==> config.mk <==
export PLATFORM = sky130hd
export DESIGN_NAME = writeback_stage
export DESIGN_NICKNAME = d
export VERILOG_FILES = /design/src/rtl/writeback_stage_pkg.sv /design/src/rtl/writeback_stage_load_formatter.sv /design/src/rtl/writeback_stage.sv
export SDC_FILE = /design/constraint.sdc
export NUM_CORES = 1
export LEC_CHECK = 0
export BUFFER_PORTS_ARGS = -buffer_cell sky130_fd_sc_hd__buf_2
export CAP_MARGIN = 20
export CELL_PAD_IN_SITES_DETAIL_PLACEMENT = 1
export CELL_PAD_IN_SITES_GLOBAL_PLACEMENT = 2
export CORE_MARGIN = 3
export CORE_UTILIZATION = 32
export CTS_CLUSTER_DIAMETER = 40
export CTS_CLUSTER_SIZE = 24
export DETAILED_ROUTE_END_ITERATION = 8
export PLACE_DENSITY = 0.92
export SLEW_MARGIN = 10
export SYNTH_ARGS = -nofsm -noshare
export SYNTH_HDL_FRONTEND = slang
export SYNTH_SLANG_ARGS = --single-unit
==> constraint.sdc <==
create_clock -name ws_clk -period 4.3 [get_ports ws_clk]
set_clock_uncertainty 0.15 [all_clocks]
set_input_delay 0.215 -clock ws_clk [delete_from_list [all_inputs] [get_ports ws_clk]]
set_output_delay 0.215 -clock ws_clk [all_outputs]
set_load 0.03 [all_outputs]
==> src/rtl/writeback_stage_pkg.sv <==
// Shared opcode-class and load-funct3 encodings for the pipeline.
// Imported by the writeback stage and its load formatter.
package writeback_stage_pkg;

  localparam int OPCODE_WIDTH = 11;

  localparam int OP_RTYPE  = 0;
  localparam int OP_ITYPE  = 1;
  localparam int OP_LOAD   = 2;
  localparam int OP_STORE  = 3;
  localparam int OP_BRANCH = 4;
  localparam int OP_JAL    = 5;
  localparam int OP_JALR   = 6;
  localparam int OP_LUI    = 7;
  localparam int OP_AUIPC  = 8;
  localparam int OP_SYSTEM = 9;
  localparam int OP_FENCE  = 10;

  localparam logic [2:0] F3_LB  = 3'b000;
  localparam logic [2:0] F3_LH  = 3'b001;
  localparam logic [2:0] F3_LW  = 3'b010;
  localparam logic [2:0] F3_LBU = 3'b100;
  localparam logic [2:0] F3_LHU = 3'b101;

  typedef enum logic {
    S_IDLE,
    S_WAIT_LOAD
  } wb_state_t;

endpackage

==> src/rtl/writeback_stage_load_formatter.sv <==
// Combinational load aligner/extender with misalignment and
// bad-funct3 fault detection; shared with the memory stage.
module writeback_stage_load_formatter
  import writeback_stage_pkg::*;
#(
  parameter int DWIDTH      = 32,
  parameter int FUNCT_WIDTH = 3
) (
  input  logic [DWIDTH-1:0]      data,
  input  logic [FUNCT_WIDTH-1:0] funct3,
  input  logic [1:0]             offset,
  output logic [DWIDTH-1:0]      fmt_data,
  output logic                   fault
);

  logic [7:0]  byte_v;
  logic [15:0] half_v;

  assign byte_v = data[{offset, 3'b000} +: 8];
  assign half_v = data[{offset[1], 4'b0000} +: 16];

  always_comb begin
    fmt_data = '0;
    fault    = 1'b0;
    unique case (funct3)
      F3_LB:  fmt_data = {{(DWIDTH-8){byte_v[7]}}, byte_v};
      F3_LBU: fmt_data = {{(DWIDTH-8){1'b0}}, byte_v};
      F3_LH: begin
        fmt_data = {{(DWIDTH-16){half_v[15]}}, half_v};
        fault    = offset[0];
      end
      F3_LHU: begin
        fmt_data = {{(DWIDTH-16){1'b0}}, half_v};
        fault    = offset[0];
      end
      F3_LW: begin
        fmt_data = data;
        fault    = |offset;
      end
      default: fault = 1'b1;
    endcase
  end

endmodule

==> src/rtl/writeback_stage.sv <==
// Final pipeline stage: selects the result, completes loads and
// drives the register-file write port.
module writeback_stage
  import writeback_stage_pkg::*;
#(
  parameter int DWIDTH       = 32,
  parameter int AWIDTH       = 5,
  parameter int PC_WIDTH     = 32,
  parameter int FUNCT_WIDTH  = 3,
  parameter int LOAD_TIMEOUT = 255
) (
  input  logic                    ws_clk,
  input  logic                    ws_rst,
  input  logic                    ws_i_ce,
  input  logic [OPCODE_WIDTH-1:0] ws_i_opcode,
  input  logic [FUNCT_WIDTH-1:0]  ws_i_funct3,
  input  logic [AWIDTH-1:0]       ws_i_addr_rd,
  input  logic [DWIDTH-1:0]       ws_i_alu_result,
  input  logic [PC_WIDTH-1:0]     ws_i_pc,
  input  logic [DWIDTH-1:0]       ws_i_load_data,
  input  logic                    ws_i_load_ack,
  input  logic                    ws_i_flush,
  output logic                    ws_o_we,
  output logic [AWIDTH-1:0]       ws_o_addr_rd,
  output logic [DWIDTH-1:0]       ws_o_data_rd,
  output logic [PC_WIDTH-1:0]     ws_o_pc,
  output logic                    ws_o_ce,
  output logic                    ws_o_stall,
  output logic                    ws_o_flush,
  output logic                    ws_o_exception
);

  localparam int CW = $clog2(LOAD_TIMEOUT + 1);

  wb_state_t state, state_n;
  logic [CW-1:0]          cnt, cnt_n;
  logic [AWIDTH-1:0]      cap_rd;
  logic [FUNCT_WIDTH-1:0] cap_f3;
  logic [1:0]             cap_off;
  logic [PC_WIDTH-1:0]    cap_pc;

  logic                   idle, is_load, capture;
  logic                   retire, wr, exc;
  logic [AWIDTH-1:0]      rd_sel;
  logic [PC_WIDTH-1:0]    pc_sel, pc_inc;
  logic [FUNCT_WIDTH-1:0] f3_sel;
  logic [1:0]             off_sel;
  logic [DWIDTH-1:0]      fmt_data, res;
  logic                   fault;

  assign idle    = (state == S_IDLE);
  assign is_load = ws_i_opcode[OP_LOAD];
  assign rd_sel  = idle ? ws_i_addr_rd : cap_rd;
  assign pc_sel  = idle ? ws_i_pc : cap_pc;
  assign f3_sel  = idle ? ws_i_funct3 : cap_f3;
  assign off_sel = idle ? ws_i_alu_result[1:0] : cap_off;
  assign pc_inc  = pc_sel + PC_WIDTH'(4);

  assign ws_o_stall = (!idle && !ws_i_load_ack)
                    | (idle && ws_i_ce && is_load && !ws_i_load_ack);

  writeback_stage_load_formatter #(
    .DWIDTH      (DWIDTH),
    .FUNCT_WIDTH (FUNCT_WIDTH)
  ) u_fmt (
    .data     (ws_i_load_data),
    .funct3   (f3_sel),
    .offset   (off_sel),
    .fmt_data (fmt_data),
    .fault    (fault)
  );

  always_comb begin
    res = ws_i_alu_result;
    if (!idle) begin
      res = fmt_data;
    end else begin
      unique case (1'b1)
        ws_i_opcode[OP_LOAD]: res = fmt_data;
        ws_i_opcode[OP_JAL],
        ws_i_opcode[OP_JALR]: res = DWIDTH'(pc_inc);
        default:              res = ws_i_alu_result;
      endcase
    end
  end

  always_comb begin
    state_n = state;
    cnt_n   = cnt;
    retire  = 1'b0;
    wr      = 1'b0;
    exc     = 1'b0;
    capture = 1'b0;
    unique case (state)
      S_IDLE: begin
        if (ws_i_ce && !ws_i_flush) begin
          if (!is_load) begin
            retire = 1'b1;
            wr     = ws_i_opcode[OP_RTYPE] | ws_i_opcode[OP_ITYPE]
                   | ws_i_opcode[OP_LUI]   | ws_i_opcode[OP_AUIPC]
                   | ws_i_opcode[OP_JAL]   | ws_i_opcode[OP_JALR];
          end else if (ws_i_load_ack) begin
            retire = 1'b1;
            wr     = !fault;
            exc    = fault;
          end else begin
            capture = 1'b1;
            cnt_n   = '0;
            state_n = S_WAIT_LOAD;
          end
        end
      end
      S_WAIT_LOAD: begin
        cnt_n = cnt + 1'b1;
        if (ws_i_flush) begin
          cnt_n   = '0;
          state_n = S_IDLE;
        end else if (ws_i_load_ack) begin
          retire  = 1'b1;
          wr      = !fault;
          exc     = fault;
          cnt_n   = '0;
          state_n = S_IDLE;
        end else if (cnt == CW'(LOAD_TIMEOUT - 1)) begin
          exc     = 1'b1;
          cnt_n   = '0;
          state_n = S_IDLE;
        end
      end
      default: state_n = S_IDLE;
    endcase
  end

  always_ff @(posedge ws_clk or posedge ws_rst) begin
    if (ws_rst) begin
      state   <= S_IDLE;
      cnt     <= '0;
      cap_rd  <= '0;
      cap_f3  <= '0;
      cap_off <= '0;
      cap_pc  <= '0;
    end else begin
      state <= state_n;
      cnt   <= cnt_n;
      if (capture) begin
        cap_rd  <= ws_i_addr_rd;
        cap_f3  <= ws_i_funct3;
        cap_off <= ws_i_alu_result[1:0];
        cap_pc  <= ws_i_pc;
      end
    end
  end

  // rd==0 still retires but never writes x0
  always_ff @(posedge ws_clk or posedge ws_rst) begin
    if (ws_rst) begin
      ws_o_we        <= 1'b0;
      ws_o_ce        <= 1'b0;
      ws_o_exception <= 1'b0;
      ws_o_flush     <= 1'b0;
      ws_o_addr_rd   <= '0;
      ws_o_data_rd   <= '0;
      ws_o_pc        <= '0;
    end else begin
      ws_o_we        <= wr && (rd_sel != '0);
      ws_o_ce        <= retire;
      ws_o_exception <= exc;
      ws_o_flush     <= ws_i_flush;
      if (retire) begin
        ws_o_addr_rd <= rd_sel;
        ws_o_data_rd <= res;
        ws_o_pc      <= pc_sel;
      end
    end
  end

endmodule

==> impl_metrics.yaml, run 1 <==
critical_path:
  crit_top_cell: "o21ai_0"
  path_class: "flop to flop"
  max_stage_delay_ns: 0.83
  startpoint_type: "flop"
  endpoint_kind: "flop"
  path_buf_inv: 0
  crit_chain: "mux2_2 > ha_1 > nand4_1 > a21oi_4 > nand2_1 > o21ai_0 > a222oi_1 > o21ai_0"
  crit_arrival_ns: 3.45
  slowest_stage: "dfrtp_4"
  crit_family: "compound AO/OA/AOI/OAI gates"
  critPathMaxFanout: 42
  worstPathRequired_ns: 4.49
  r2r_slack_ns: 1.04
detailed_routing:
  drcViolationCount: 0
  first_pass_iters: 5
  drt_iter0_markers: 473
  detail_route.wl_per_cell_um: 21.9
  antenna_left: 0
  vias: 6914
  via_per_inst: 5.50
  routed_wl_um: 27600
pwr:
  total_leakage_power_uw: 0.00419
  p_total_uw: 4020
  p_per_area_nw_per_um2: 419
  ir_drop_uv: 243
clock_tree:
  cts_made_buffers: 17
  cts_buffer_depth: 2
  clk_pin_slew_worst_paths_ns: 0.06
  htreeDepth: 4
  cts_resized: 0
  root_buffer: "clkbuf_16"
  clk_latency_ns: 0.42
  cts_tree: "yes"
  cts_num_sinks: 124
  postCtsHoldBufs: 58
  cts_setup_buffers: 0
finish:
  regArea_um2: 3110
  nFillCells: 2501
  fin_area_um2: 9580
  final_cell_mix: "189 x buf_2, 123 x dfrtp_1, 99 x nand2_1, 70 x o21ai_0, 58 x dlygate4sd3_1"
  synthToLayoutAreaGrowth_pct: 32.5
  multi_input_area_um2: 3900
  layout_commonest_cell: "buf_2"
  drive_gt1_frac: 0.325
  fin_cells: 1256
  nets: 1084
die:
  die_w_um: 156
  fp.dieArea_um2: 24400
  pin_count: 194
  rows: 54
  initial_core_util: 0.328
  core_area_um2: 22000
  die_height_um: 156
yosys:
  syn-cell-area_um2: 7230
  synthCells: 727
  synth_top_area_frac: 0.429
  synth_edf_count: 0
  synth_seq_cells: 124
  synth_area_leaders: "dfrtp_1 43%, mux2_2 8.7%, mux2i_1 5.3%"
  syn_nets: 850
  avgSynthCellArea_um2: 9.95
  ys_warn_count: 0
  seq_area_frac_synth: 0.429
  ys.flop_type: "dfrtp_1"
  async_flop_share: 1.00
  ys_types: 74
  synth_top_area_cell: "dfrtp_1"
sta:
  final_hold_viol_count: 0
  setup_tns_ns: 0
  tightest_slew_ns: 0.775
  fin_ws_ns: 1.04
  setup_viol: 0
  drv_slew: 0
  rsz0062_at_grt: "no"
  fmax_ghz: 0.307
  period_minus_slack_ns: 3.26
  relSlewSlack: 0.469
  fin_crit_sh: 0.759
global_route:
  grt-busiest-layer: "met2"
  antenna_found_initial: 1
  grt_use_total: 0.226
  grt_max_degree: 76
  grt_pass1_wl_um: 42900
  grt_overflow: 0
  use_met1: 0.310
  grt_pass1_vias: 7305
  grt.met2_usage: 0.373
  grtUsageMet3: 0.0415
place:
  dp_slack_ns: 1.14
  place_inst: 1163
  hpwlAfterDp_um: 19900
  place_congestion: 0.859
  port-buffer-count: 189
  placed_area_um2: 8440
hold_path:
  hold_path.class: "input port to flop"
run:
  drv_cap: 0
outcome:
  run_status: "finished, final reports clean"
[layout make-up]
cell class,count,share of cell area
Timing Repair Buffer,258,0.172
Sequential cell,124,0.324
Antenna cell,2,0.000522
Inverter,5,0.00222
Clock inverter,13,0.0112
Tap cell,280,0.0366
Multi-Input combinational cell,555,0.407
Clock buffer,19,0.0462
[routing by layer]
metal,vias to the layer above,part of all wire
li1,3180,-
met1,3445,0.45
met3,28,0.061
met5,-,0
met4,0,0.014
met2,261,0.48
[path summary, 6_finish.rpt]
check	from	to	cells past startpoint
worst max-delay path	state	ws_o_data_rd[12]	8
worst min-delay path	ws_i_load_data[9]	ws_o_data_rd[1]	3
worst max register to register	state	ws_o_data_rd[12]	8
worst min register to register	cnt[7]	cnt[7]	1
max in group asynchronous	ws_rst	ws_o_pc[12]	4
min in group asynchronous	ws_rst	cap_pc[12]	3
[kinds of logic after synthesis]
| kind of cell | Yosys count | share of synthesized area |
|---|---|---|
| AO/OA/AOI/OAI | 203 | 0.190 |
| XOR/XNOR | 19 | 0.0230 |
| adder cells (fa/ha/maj) | 3 | 0.00519 |
| buffers and inverters | 48 | 0.0336 |
| flip-flops | 124 | 0.429 |
| multiplexers | 98 | 0.149 |
| AND/OR/NAND/NOR | 232 | 0.170 |
[flip-flops by register name, summed over array words and instances (netlist names)]
signal and cells:
cap_f3 3, cap_pc 32, cap_rd 5, ws_o_ce 1
ws_o_pc 32, ws_o_addr_rd 5, ws_o_exception 1, ws_o_flush 1
cnt 8, cap_off 2, ws_o_data_rd 32, state 1
ws_o_we 1
[power by group]
group | internal [uW] | total [uW] | switching [uW]
clock network | 764 | 1360 | 593
logic | 405 | 1090 | 688
registers | 1390 | 1570 | 173
[cell usage after synthesis (all sizes together), types with 4 or more instances]
library cell and count:
dfrtp 124, nand2 100, o21ai 78, mux2 58
mux2i 39, a21oi 38, nor2 32, buf 24
nand3 22, clkbuf 19, nand4 15, a31oi 11
nand4b 11, xor2 11, a221oi 10, a22oi 10
nor3 10, a222oi 9, and3 9, o21a 8
xnor2 8, inv 5, o22a 5, o31ai 5
a221o 4, nand2b 4, nand3b 4, nor2b 4
or2 4
[metrics by stage]
stage	hold slack (ns)	utilization
floorplan	0.0964	-
CTS	0.000575	0.434
global route	0.0160	0.435
finish	0.00438	0.435
detailed placement	0.243	0.383
global placement	0.244	0.383
[worst register-to-register path, cell delays in order, from the launching register on]
cell and delay, ns:
dfrtp_4 0.83, mux2_2 0.31, ha_1 0.26, nand4_1 0.20
a21oi_4 0.40, nand2_1 0.15, o21ai_0 0.51, a222oi_1 0.19
o21ai_0 0.19
(Power assumes the default switching activity.)
==> inputs of run 2 (changes only) <==
CORE_UTILIZATION = 29   (was 32)
PLACE_DENSITY = 0.88   (was 0.92)
clock period = 3 ns   (was 4.3 ns; I/O delays follow)
==> impl_metrics.yaml, run 2 (synthesis results as in run 1) <==
place:
  dp_slack_ns: 0.208
  port-buffer-count: 189
  hpwlAfterDp_um: 20800
  place_congestion: 0.848
pwr:
  p_switching_uw: 2130
  clkPwrFrac: 0.355
  combPwrFrac: 0.272
  ir_drop_uv: 371
  switching_share: 0.356
  p_seq_frac: 0.373
  total_leakage_power_uw: 0.00436
  p_per_area_nw_per_um2: 599
  power.internal_uw: 3850
critical_path:
  critPathLaunch: "state"
  crit_arrival_ns: 3.03
  path_class: "flop to flop"
  crit_chain: "buf_12 > or3b_1 > nand2_4 > mux2_2 > a221oi_1 > a21oi_1 > dlygate4sd3_1"
  reg2reg_from: "state"
  critPathMaxFanout: 26
  endpoint_kind: "flop"
  slowest_stage: "dlygate4sd3_1"
  startpoint_type: "flop"
  worstPathRequired_ns: 3.15
  max_stage_delay_ns: 0.56
hold_path:
  worstHoldStart: "ws_i_alu_result[10]"
  hold_path.class: "input port to flop"
sta:
  fin_crit_sh: 0.958
  final_hold_viol_count: 0
  rsz0062_at_grt: "no"
  period_minus_slack_ns: 2.87
  setup_viol: 0
  relSlewSlack: 0.533
  fin_ws_ns: 0.127
  fmax_ghz: 0.348
  setup_tns_ns: 0
  fin_hold_ws_ns: 0.000459
  tightest_slew_ns: 0.697
  drv_slew: 0
detailed_routing:
  first_pass_iters: 5
  via_per_inst: 5.30
  drcViolationCount: 0
  routed_wl_um: 28100
  drt_iter0_markers: 439
  vias: 7046
  detail_route.wl_per_cell_um: 21.1
  antenna_left: 0
clock_tree:
  clk_pin_slew_worst_paths_ns: 0.06
  cts_buffer_depth: 2
  root_buffer: "clkbuf_16"
  htreeDepth: 4
  cts_tree: "yes"
  clk_latency_ns: 0.43
  cts_made_buffers: 17
  cts_num_sinks: 124
finish:
  synthToLayoutAreaGrowth_pct: 38.3
  layout_commonest_cell: "buf_2"
  nets: 1115
  drive_gt1_frac: 0.334
  final_cell_mix: "189 x buf_2, 123 x dfrtp_1, 99 x nand2_1, 73 x dlygate4sd3_1, 70 x o21ai_0"
  top_regs: "cap_pc x32, ws_o_data_rd x32, ws_o_pc x32"
  antennaDiodeCount: 0
die:
  initial_core_util: 0.296
  pin_count: 194
  die_w_um: 164
  core_area_um2: 24400
  fp.dieArea_um2: 26900
  rows: 57
  die_height_um: 164
run:
  drv_cap: 0
global_route:
  grt_pass1_wl_um: 42900
  grt_pass1_vias: 7342
  grt_overflow: 0
  grt_max_degree: 64
  antenna_found_initial: 3
  grt_use_total: 0.210
outcome:
  run_status: "finished, final reports clean"
## run 2: cell types whose count changed in the layout (fill, tap and decap cells not counted), sizes merged
cell         before  now
buf             200  216
dlygate4sd3      58   73
bufinv            0    2
clkbuf           19   17
diode             2    0
clkinv            4    3
clkinvlp          4    5
## run 2: cell type report
type / instances / area, um^2
clock buffer: 17 / 425
inverter: 5 / 22.5
sequential: 124 / 3110
fill: 2800 / 14400
timing repair buffer: 289 / 1950
clock inverter: 15 / 161
multi-input combinational: 555 / 3920
tap: 324 / 405
## run 2: repair_timing
action / in CTS / in global routing
hold endpoints to repair: 199 / 0
hold buffers: 73 / 0
buffers inserted: 0 / 1
resized for setup: 0 / 2
setup endpoints to repair: 0 / 1
## run 2: worst paths after layout
kind | end | slack [ns] | depth (start not counted)
max | ws_o_data_rd[3] | 0.13 | 7
min | ws_o_data_rd[10] | 0.0005 | 4
max reg2reg | ws_o_data_rd[3] | 0.13 | 7
min reg2reg | ws_o_pc[27] | 0.32 | 2
max in group asynchronous | ws_o_data_rd[16] | 1.93 | 4
min in group asynchronous | ws_o_pc[11] | 0.11 | 3
## run 2: stage by stage
step                      area, um^2  cells  total power [uW]  utilization
after floorplan                 7250    727              3190            -
after global placement          8650   1223              3760        0.355
after detailed placement        8650   1223              3810        0.355
after CTS                       9970   1328              6020        0.409
after global routing           10000   1329              6280        0.410
final                          10000   1329              5980        0.410
## run 2: layer usage
| layer | GRT usage | wire, um |
|---|---|---|
| met3 | 0.0434 | 1640 |
| met2 | 0.348 | 13400 |
| met4 | 0.0677 | 682 |
| met5 | 0 | 28 |
| met1 | 0.273 | 12300 |
## run 2: power by group through the flow
stage	sequential, uW	combinational (uW)	clock [uW]
floorplan	2580	618	0
global placement	2240	1510	0
detailed placement	2260	1550	0
CTS	2230	1630	2150
global route	2280	1760	2240
finish	2230	1630	2130
## run 2: critical path, delay by kind of cell (launching register included)
kind                   cells  cell delay (ns)
buffers and inverters      2             0.74
and+or+nand+nor            2             0.60
AOI/OAI and AO/OA          2             0.36
muxes                      1             0.35
DFF                        1             0.53
